--- src/rtl/hash_mode_ctrl.sv ---
// hash_mode_ctrl: issue gate and subsample-mode sequencer in front of the
// hash/jitter stage. Samples are issued against downstream buffer credits.
// The jitter mask only changes after every in-flight sample has left the
// hash pipeline.
module hash_mode_ctrl #(
  parameter int PIPE_DEPTH = 3,
  parameter int CREDITS    = 4,
  parameter int CRED_W     = 3
) (
  input  logic       clk,
  input  logic       rst,
  input  logic       samp_valid_in,
  output logic       samp_ready_out,
  output logic       validSamp_R14H,
  input  logic       credit_ret,
  input  logic       mode_req,
  input  logic [3:0] mode_new,
  output logic       mode_ack,
  output logic       mode_err,
  output logic [3:0] subSample_RnnnnU,
  output logic       pipe_empty
);

  typedef enum logic [1:0] {RUN, DRAIN, APPLY} state_t;

  state_t                state_q, state_d;
  logic [CRED_W-1:0]     cred_q;
  logic [PIPE_DEPTH-1:0] trk_q;
  logic [3:0]            mode_q;
  logic [3:0]            mode_lat_q;
  logic                  ack_q, ack_d;
  logic                  err_q, err_d;
  logic                  hold_q;
  logic                  issue;
  logic                  new_onehot;
  logic                  req_fresh;
  logic                  drain_done;
  logic                  ret_ok;

  assign new_onehot = (mode_new != '0) && ((mode_new & (mode_new - 4'd1)) == '0);
  // hold_q blocks a request that is still held after being answered, so each
  // request yields exactly one ack or err pulse.
  assign req_fresh  = mode_req & ~hold_q;
  // No issue happens in DRAIN, so once the tracker would shift out to zero on
  // this edge the pipe is empty in the next cycle and APPLY can start there.
  assign drain_done = ((trk_q << 1) == '0);
  assign ret_ok     = credit_ret & (cred_q != CRED_W'(CREDITS));

  assign samp_ready_out   = ~rst & (state_q == RUN) & ~mode_req & (cred_q != '0);
  assign issue            = samp_valid_in & samp_ready_out;
  assign validSamp_R14H   = issue;
  assign pipe_empty       = ~|trk_q & ~issue;
  assign mode_ack         = ack_q;
  assign mode_err         = err_q;
  assign subSample_RnnnnU = mode_q;

  // Next-state and one-cycle ack/err pulse decode
  always_comb begin
    state_d = state_q;
    ack_d   = 1'b0;
    err_d   = 1'b0;
    unique case (state_q)
      RUN: begin
        if (req_fresh) begin
          if (!new_onehot)            err_d   = 1'b1;
          else if (mode_new == mode_q) ack_d  = 1'b1;
          else                        state_d = DRAIN;
        end
      end
      DRAIN: begin
        if (drain_done) begin
          state_d = APPLY;
          ack_d   = 1'b1;
        end
      end
      APPLY:   state_d = RUN;
      default: state_d = RUN;
    endcase
  end

  // State, pulse registers and request bookkeeping
  always_ff @(posedge clk) begin
    if (rst) begin
      state_q    <= RUN;
      ack_q      <= 1'b0;
      err_q      <= 1'b0;
      hold_q     <= 1'b0;
      mode_q     <= 4'b1000;
      mode_lat_q <= 4'b1000;
    end else begin
      state_q <= state_d;
      ack_q   <= ack_d;
      err_q   <= err_d;
      if (!mode_req)
        hold_q <= 1'b0;
      else if (req_fresh && state_q == RUN)
        hold_q <= 1'b1;
      if (state_q == RUN && state_d == DRAIN)
        mode_lat_q <= mode_new;
      if (state_q == DRAIN && drain_done)
        mode_q <= mode_lat_q;
    end
  end

  // Downstream credit counter, saturating at CREDITS
  always_ff @(posedge clk) begin
    if (rst)
      cred_q <= CRED_W'(CREDITS);
    else if (issue && !credit_ret)
      cred_q <= cred_q - CRED_W'(1);
    else if (!issue && ret_ok)
      cred_q <= cred_q + CRED_W'(1);
  end

  // In-flight tracker for the hash pipeline
  always_ff @(posedge clk) begin
    if (rst)
      trk_q <= '0;
    else
      trk_q <= (trk_q << 1) | PIPE_DEPTH'(issue);
  end

  a_mode_onehot: assert property (@(posedge clk) disable iff (rst)
    $onehot(subSample_RnnnnU));

endmodule

--- config.mk ---
export PLATFORM = sky130hd
export DESIGN_NAME = hash_mode_ctrl
export DESIGN_NICKNAME = d
export VERILOG_FILES = /design/src/rtl/hash_mode_ctrl.sv
export SDC_FILE = /design/constraint.sdc
export NUM_CORES = 1
export LEC_CHECK = 0
export CAP_MARGIN = 10
export CELL_PAD_IN_SITES_DETAIL_PLACEMENT = 0
export CELL_PAD_IN_SITES_GLOBAL_PLACEMENT = 1
export CORE_UTILIZATION = 25
export CTS_CLUSTER_DIAMETER = 80
export DETAILED_ROUTE_END_ITERATION = 10
export PLACE_DENSITY = 0.62
export SYNTH_ARGS = -nofsm -noshare
export SYNTH_HDL_FRONTEND = slang
export SYNTH_SLANG_ARGS = --single-unit
--- constraint.sdc ---
create_clock -name clk -period 6.1 [get_ports clk]
set_input_delay 0.915 -clock clk [delete_from_list [all_inputs] [get_ports clk]]
set_output_delay 0.915 -clock clk [all_outputs]
set_load 0.02 [all_outputs]
# == After elaboration in Yosys (flattened, before gate mapping) ==
# Index checks and enable logic that the tools add are counted.
# W data, S select, Z words.
# totals
reg_bits,19
out_inout_bits,9
# classes
n_reduce_logical,18
n_bitwise,15
mux,13
eq_ne,4
addsub,3
# op_table
operator,count
$mux W2,4
$and A1 B1 Y1,7
$logic_and A1 B1 Y1,6
$mux W3,2
$not A1 Y1,6
$reduce_or A3 Y1,2
$mux W1,5
$and A4 B4 Y4,1
$eq A2 B1 Y1 const B,2
$eq A4 B4 Y1,1
$logic_not A4 Y1,1
$pmux W2 S2,1
$reduce_bool A4 Y1,1
$sub A4 B1 Y4 const B,1
$add A3 B1 Y3 const B,1
$logic_not A1 Y1,3
$logic_not A3 Y1,1
$ne A3 B3 Y1 const B,1
$or A3 B1 Y3,1
$reduce_bool A3 Y1,1
$sub A3 B1 Y3 const B,1
$logic_not A2 Y1,1
$pmux W1 S2,1
$reduce_bool A2 Y1,1
$reduce_or A2 Y1,1

# == Longest topological paths before layout ==
# Gate-level depths: netlist of the first run.
# logic_depth
word_depth,9
ltp_mapped,8

# == Worst setup path after synthesis of the first run ==
# Ideal clock, no wire load.
# synth_timing
path_type,input-to-output
from,input rst
to,output samp_ready_out
n_path_buf,2
stages,3
arrival_ns,2.084
path_slack_ns,3.101
required_ns,5.185
cell_sequence,clkbuf_1 -> clkbuf_1 -> nor4b_1
# synth_between
elab_chain_len,4
# synth_rtl
element,line_no,rtl
start: declaration,11,"input logic rst,"
$not A1 Y1,49,assign samp_ready_out = ~rst & (state_q == RUN) & ~mode_req & (cred_q != '0);
$and A1 B1 Y1 (3 in series),49,
end: declaration,13,"output logic samp_ready_out,"
# No other way between the ends.

# == Worst setup path after layout of the first run ==
# layout_timing
from,input mode_req
to,output validSamp_R14H
# layout_between
elab_chain_len,4
# layout_rtl
element,line_no,rtl
start: declaration,16,"input logic mode_req,"
$not A1 Y1 (no line),-,
$and A1 B1 Y1 (2 in series),49,
$and A1 B1 Y1,50,assign issue = samp_valid_in & samp_ready_out;
end: declaration,14,"output logic validSamp_R14H,"
# No other way between the ends.

==> summary by stage, run 1 <==
Critical path
The critical path is of the in2out type. Among the stages of the critical path, the cell type that occurs most often is clkdlybuf4s50_1. The kind of cell adding the most delay to the critical path is buffers and inverters. STA classifies the critical path startpoint as an input pin. The critical path contains buffers and inverters numbering 2 combined. In this run the worst path has a maximum fanout of 5. For this run, the slowest stage of the critical path takes between 0.6 and 0.7 ns. The arrival time at the worst endpoint is between 2 and 3 ns. The critical path required time is approximately 5.2 ns. The critical path goes through clkdlybuf4s50_1 > or4b_4 > nor3_4 > clkdlybuf4s50_1. The type of element capturing the critical path is an output port. The critical path's slowest cell is clkdlybuf4s50_1. The depth of the worst register-to-register path is 7.

The critical path crosses 4 cells after its start point.

STA
For the pin with the worst max-slew slack, the measured transition is roughly 0.8 ns. Across the routed clock network, the largest skew measured is 0.00350 ns. The relative max-transition margin is 0.471. The number of max-slew violations in the final report is 0. The worst hold slack is 0.483 ns. Setup violations remaining at the end of the flow were counted as 0. In the final timing run, aggregate negative setup slack is 0 ns. The smallest clock period supported by the final layout is computed as roughly 3.8 ns.

The final hold violation count was 0. Of the available clock period, the critical path in the final layout requires 0.623. The maximum operating frequency is 263 MHz.

Setup repair after global routing left no endpoint under its margin.

Global route
The maximum number of pins on one net before global-route repair is 28. The number of global-route vias before repair is between 700 and 800. The total global routing overflow is 0. For this run, the total global-route usage over all layers was measured as 0.106. The first global-routing pass estimated roughly 3500 um of wire. The number of antenna violations at the first check in global routing is 0.

Finish
In the final layout, the share of cells above drive strength 1 is 0.0703. The multi-input logic area is around 590 um2. The number of antenna cells inserted is 0. In the layout the commonest cells are 19 x dfxtp_1, 17 x nor2_1, 17 x clkdlybuf4s50_1. The count of nets after finishing is around 140.

The most common cell after layout, fill and taps aside is dfxtp_1. The area added between synthesis and finish is 26.8%. The number of inserted filler cells in the final layout is 410. The sequential cell area is between 300 and 400 um2.

Floorplanning
The die covers ~4300 um2. The number of placement rows is 22. 18 I/O pins were placed. The initial utilization of the core area, before any placement, comes to 0.267. Measured along the x axis, the die boundary spans ~65 um. Measured along the y axis, the die boundary spans 65.2 um. In this run the standard cell core region covers roughly 3700 um2.

Routing
In the final routed layout, each cell accounts on average for roughly 12 um. The overall routed net length is 2150 um. The number of vias in the routed layout is slightly above 800.

The pre-antenna-repair detailed-routing pass consisted of 4 iterations. The post-detailed-route DRC marker count is 0. For this block, the initial DRC count from the detailed router was 51. The remaining antenna violation count after routing is 0. The number of vias per cell is ~4.7.

Min path
The worst hold-check path type is reg2reg. Along the worst hold path, the cell count comes to 2.

Place
The routability congestion estimate from global placement is around 0.86. Input and output buffers added on the ports amount to 17. The half-perimeter wire length after placement is 1550 um.

CTS
The TritonCTS clock tree is yes. After clock tree synthesis, the clock-pin slew on the worst setup and hold paths is approximately 0.070 ns. The count of hold buffers inserted by post-cts repair is 0.

The total clock sinks is 19. Post-CTS repair changed the size of 0 cells. The clock latency reported for the late side of the worst-skew pair is between 0.2 and 0.3 ns. The buffer depth of the longest clock path is 2. The number of clock buffers inserted by TritonCTS is 3.

In this run the number of H-tree levels came out at 1. The post-CTS setup repair buffer count is 0. In this run the clock root is driven by a clkbuf_8.

Synth
The flip-flop and latch count after synthesis is 19. Counting flops with a built-in enable in the synthesized netlist gives 0. In the synthesized netlist the dominant register cell turns out to be dfxtp_1. The number of library cell types mapped by synthesis is 35. Counting flops with an async set or reset pin after synthesis yields a share of 0. After technology mapping, the gate count stands at 110. The Yosys step of the flow raised 0 warnings. The post-synth net total is 120.

The cell area that synthesis handed to floorplanning was about 1000 um2. The sequential element share of the synthesized area is 0.381. The per-instance average area after synthesis is between 9 and 10 um2.

Power and ir drop
The power per unit of standard cell area is ~240 nW/um2. The leakage power is between 0.4 and 0.5 nW. The share of total power dissipated in the clock network is 0.286. VDD sags by at most approximately 0.08 mV. Of the total power, the share spent switching nets is 0.295. The combinational cell fraction of total power is 0.246. The sequential power share is 0.468. The cell-internal power is approximately 210 uW. The net switching power is ~89 uW.

Job
Across the run, the number of max-cap violations was 0.

Outcome
The run finished with clean final reports.
==> worst register-to-register path, cell delays in order, from the launching register on <==
cell and delay (ns):
dfxtp_1 0.38, or4b_4 0.59, nor3_4 0.27, nand2b_1 0.10, fa_1 0.49, o311ai_0 0.30
o311ai_1 0.16, nor2_1 0.11
==> cell families after synthesis <==
group                    Yosys count  share of synthesized area
AND/OR/NAND/NOR                   53                      0.326
flip-flops                        19                      0.381
AO/OA/AOI/OAI                     15                      0.110
buffers and inverters              8                     0.0301
multiplexers                       8                     0.0802
XOR/XNOR                           6                     0.0526
adder cells (fa/ha/maj)            1                     0.0201
==> registers in the layout (all words and copies together) (netlist names) <==
| name | count |
|---|---|
| hold_q | 1 |
| trk_q | 3 |
| mode_ack | 1 |
| mode_err | 1 |
| mode_lat_q | 4 |
| state_q | 2 |
| cred_q | 3 |
| subSample_RnnnnU | 4 |
==> synth_stat cells (3+ instances only) <==
master	instances	area (um2)
mux2i_1	8	80.1
nand3b_1	3	22.5
clkbuf_1	3	11.3
xor2_1	6	52.6
nand2b_1	8	50.1
nor2_1	17	63.8
nor4b_1	4	35.0
dfxtp_1	19	380
nor2b_1	3	18.8
inv_1	4	15.0
nand2_1	5	18.8
==> path summary, 6_finish.rpt <==
path / to / slack (ns) / from
worst max-delay path: validSamp_R14H / 2.30 / mode_req
worst min-delay path: mode_lat_q[0] / 0.48 / mode_lat_q[0]
worst max register to register: cred_q[1] / 3.63 / state_q[1]
worst min register to register: mode_lat_q[0] / 0.48 / mode_lat_q[0]
==> per-layer routing <==
layer / routed length (um) / global-route usage / part of all wire / up-vias
met2: 984 / 0.177 / 0.46 / 10
met1: 1090 / 0.138 / 0.51 / 386
met3: 46 / 0.00694 / 0.021 / 2
met5: 0 / 0 / 0 / -
li1: - / - / - / 428
met4: 25 / 0.0489 / 0.012 / 0
==> power by group through the flow <==
| stage | registers, mW | clock network (mW) | logic (mW) |
|---|---|---|---|
| 5_1_grt | 0.143 | 0.0965 | 0.0818 |
| 6_report | 0.141 | 0.0865 | 0.0743 |
| 4_1_cts | 0.141 | 0.0906 | 0.0742 |
| 3_5_place_dp | 0.144 | 0 | 0.0737 |
| 3_3_place_gp | 0.144 | 0 | 0.0728 |
| 2_1_floorplan | 0.142 | 0 | 0.0505 |
==> metrics by stage <==
stage | utilization | instance area, um2 | power, mW | std cells | setup WS (ns)
CTS | 0.338 | 1270 | 0.306 | 176 | 2.30
floorplan | - | 998 | 0.193 | 110 | 3.10
finish | 0.338 | 1270 | 0.302 | 176 | 2.30
detailed placement | 0.326 | 1220 | 0.217 | 172 | 2.30
global route | 0.338 | 1270 | 0.321 | 176 | 2.24
global placement | 0.326 | 1220 | 0.216 | 172 | 2.33
==> cell type report <==
| cell class | count | share of cell area |
|---|---|---|
| Sequential cell | 19 | 0.300 |
| Timing Repair Buffer | 18 | 0.140 |
| Inverter | 4 | 0.0119 |
| Tap cell | 48 | 0.0474 |
| Multi-Input combinational cell | 83 | 0.464 |
| Clock buffer | 4 | 0.0356 |
Power figures use the tool's default switching activity.
==> run 2: changes to the inputs <==
==> constraint.sdc (replaced) <==
create_clock -name clk -period 3.9 [get_ports clk]
set_input_delay 0.585 -clock clk [delete_from_list [all_inputs] [get_ports clk]]
set_output_delay 0.585 -clock clk [all_outputs]
set_load 0.02 [all_outputs]
==> summary by stage, run 2 (synthesis results as in run 1) <==
Critical path
The endpoint of the worst-slack reg-to-reg timing path is cred_q[1] (unchanged). The kind of cell adding the most delay to the critical path is buffers and inverters (unchanged). The reg-to-reg critical path startpoint is state_q[0] (was state_q[1]).

The type of element capturing the critical path was an output port (unchanged). The register-to-register setup slack is 1.45 ns (was 3.63 ns). The critical path's slowest cell is clkdlybuf4s50_1 (unchanged).

The worst path buffer plus inverter count was 2 (unchanged). The depth of the worst register-to-register path was 7 (unchanged). The element type at the critical path start is an input pin (unchanged). The critical path required time was 3.31 ns (was 5.18 ns). Critical-path cell list: clkdlybuf4s50_1 > or4b_4 > nor3_4 > clkdlybuf4s50_1 (unchanged). The critical-path maximum fanout is 5 (unchanged). The cell with the most instances on the worst path was clkdlybuf4s50_1 (unchanged).

The delay contributed by the slowest stage of the critical path was 0.65 ns (about the same). The arrival time at the worst endpoint came to 2.55 ns (was 2.88 ns). The critical setup path kind was in2out (unchanged).

STA
The setup clock skew after layout came to 0.00138 ns (was 0.00350 ns). The number of max-slew violations in the final report came to 0 (unchanged). In the finished design, the share of the clock period the worst path needs comes to 0.804.

The final hold violation count came to 0 (unchanged). Timing would allow up to approximately 320 MHz. The relative max-transition margin came to 0.509 (was 0.471). Setup repair after global routing missed its margin: no (unchanged).

The worst path needs ~3.1 ns of the cycle, external delays included. The worst hold slack is 0.481 ns (was 0.483 ns). The number of failing setup endpoints in the final timing report came to 0 (unchanged). The slew at the pin closest to its max-slew limit is 0.734 ns (was 0.792 ns).

The total negative slack for setup checks is 0 ns (unchanged).

Power and ir drop
The cell-internal power came to 334 uW (was 213 uW). The maximum VDD drop was 0.114 mV (was 0.0796 mV). The fraction of power spent switching nets is 0.292 (was 0.295). The net switching power came to 138 uW (was 89.0 uW). The clock network fraction of design power came to 0.290 (was 0.286). The combinational cell fraction of total power is 0.243 (was 0.246). The sequential power share was 0.467 (was 0.468). The leakage power is 0.486 nW (was 0.481 nW). The power per unit of standard cell area is 370 nW/um2 (was 239 nW/um2).

Routing
The remaining antenna violation count after routing came to 0 (unchanged). The number of vias per cell was 4.74 (was 4.69). The post-detailed-route DRC marker count is 0 (unchanged).

The number of optimization iterations in the first detailed-route pass came to 4 (unchanged). The number of vias in the routed layout is 839 (was 826). The overall routed net length is 2110 um (was 2150 um). The per-cell routed wire length is 11.9 um (was 12.2 um). The first-iteration detailed-routing DRC count was 37 (was 51).

CTS
The count of hold buffers inserted by post-cts repair is 0 (unchanged). The post-CTS setup repair buffer count came to 0 (unchanged). The TritonCTS clock tree is yes (unchanged). The clock latency reported for the late side of the worst-skew pair is 0.25 ns (about the same).

The number of levels in the clock H-tree is 1 (unchanged). The number of clock buffers inserted by TritonCTS was 3 (unchanged). The root buffer cell is clkbuf_8 (unchanged). The clock transition at the registers of the reported paths came to 0.07 ns (about the same).

The total clock sinks is 19 (unchanged). The buffer depth of the longest clock path was 2 (unchanged). The post-cts sizing count came to 0 (unchanged).

Finish
The area added between synthesis and finish is 27.6% (was 26.8%). Most used cells in the layout excluding fill and tap cells: 19 x dfxtp_1, 17 x nor2_1, 17 x clkdlybuf4s50_1 (unchanged). The number of antenna cells inserted is 0 (unchanged). The multi-input logic area is 588 um2 (unchanged). The proportion of layout cells with a drive suffix above 1 is 0.0775 (was 0.0703). The number of inserted filler cells in the final layout is 400 (was 410). The count of nets after finishing came to 140 (was 139).

The sequential cell area is 380 um2 (unchanged). The most common cell after layout, fill and taps aside is dfxtp_1 (unchanged).

Global route
The total global routing overflow is 0 (unchanged). The maximum number of pins on one net before global-route repair came to 15 (was 28). The global-route wire length before repair is 3570 um (was 3480 um).

The number of global-route vias before repair is 789 (was 784). The global routing usage summed across all routing layers is 0.110 (was 0.106). The number of antenna violations at the first check in global routing was 0 (unchanged).

Floorplanning
The area of the die came to 4250 um2 (unchanged). The placeable core region is 3740 um2 (unchanged). The number of placement rows is 22 (unchanged). The die width is 65.2 um (unchanged). The height of the die is 65.2 um (unchanged). The starting utilization of the core area came to 0.267 (unchanged). The I/O pin total is 18 (unchanged).

Place
The count of input and output buffers came to 17 (unchanged). The routability congestion estimate from global placement is 0.778 (was 0.857). The half-perimeter wire length after placement is 1560 um (was 1550 um).

Outcome
Run status: completed (unchanged).

Min path
The sink of the worst hold path is mode_lat_q[1] (was mode_lat_q[0]). The worst hold-check path type is reg2reg (unchanged). The instance count along the most critical hold path is 2 (unchanged). The startpoint of the lowest-slack hold path is mode_lat_q[1] (was mode_lat_q[0]).

Job
The number of maximum-capacitance violations is 0 (unchanged).
run 2: cell count changes in the layout (fill, tap and decap cells not counted), sizes merged:
cell	change
buf	+1
run 2: power by group through the flow:
stage          registers, mW  logic (mW)  clock network [mW]
6_report               0.220       0.115               0.137
4_1_cts                0.220       0.115               0.142
5_1_grt                0.222       0.129               0.153
3_5_place_dp           0.225       0.114                   0
2_1_floorplan          0.223      0.0789                   0
3_3_place_gp           0.224       0.114                   0
run 2: area by class of cell:
class | count | share of cell area
Multi-Input combinational cell | 83 | 0.462
Sequential cell | 19 | 0.299
Timing Repair Buffer | 19 | 0.145
Tap cell | 48 | 0.0472
Clock buffer | 4 | 0.0354
Inverter | 4 | 0.0118
run 2: worst register-to-register path: cells and delay by family (launching register included):
kind / cells / cell delay [ns]
AOI/OAI and AO/OA: 2 / 0.46
and+or+nand+nor: 4 / 1.08
adders and majority gates: 1 / 0.49
DFF: 1 / 0.36
run 2: how the worst max path moves through the flow:
stage	from	to	slack, ns	cells after the start
after floorplan	mode_req	cred_q[1]	1.32	7
after global placement	mode_req	validSamp_R14H	0.78	4
after detailed placement	mode_req	validSamp_R14H	0.77	4
after CTS	mode_req	validSamp_R14H	0.76	4
after global routing	mode_req	validSamp_R14H	0.70	4
final	mode_req	validSamp_R14H	0.76	4
run 2: metrics by stage:
step | util | total power [mW] | instances | area [um2] | setup WS (ns)
floorplan | - | 0.302 | 110 | 998 | 1.32
global placement | 0.328 | 0.338 | 173 | 1230 | 0.783
detailed placement | 0.328 | 0.339 | 173 | 1230 | 0.766
CTS | 0.340 | 0.477 | 177 | 1270 | 0.758
global route | 0.340 | 0.504 | 177 | 1270 | 0.704
finish | 0.340 | 0.471 | 177 | 1270 | 0.764
run 2: routing by layer:
metal / up-vias / share of wire / track usage
met1: 382 / 0.49 / 0.151
li1: 434 / - / -
met5: - / 0 / 0
met4: 0 / 0.014 / 0.0489
met2: 21 / 0.45 / 0.168
met3: 2 / 0.043 / 0.0174
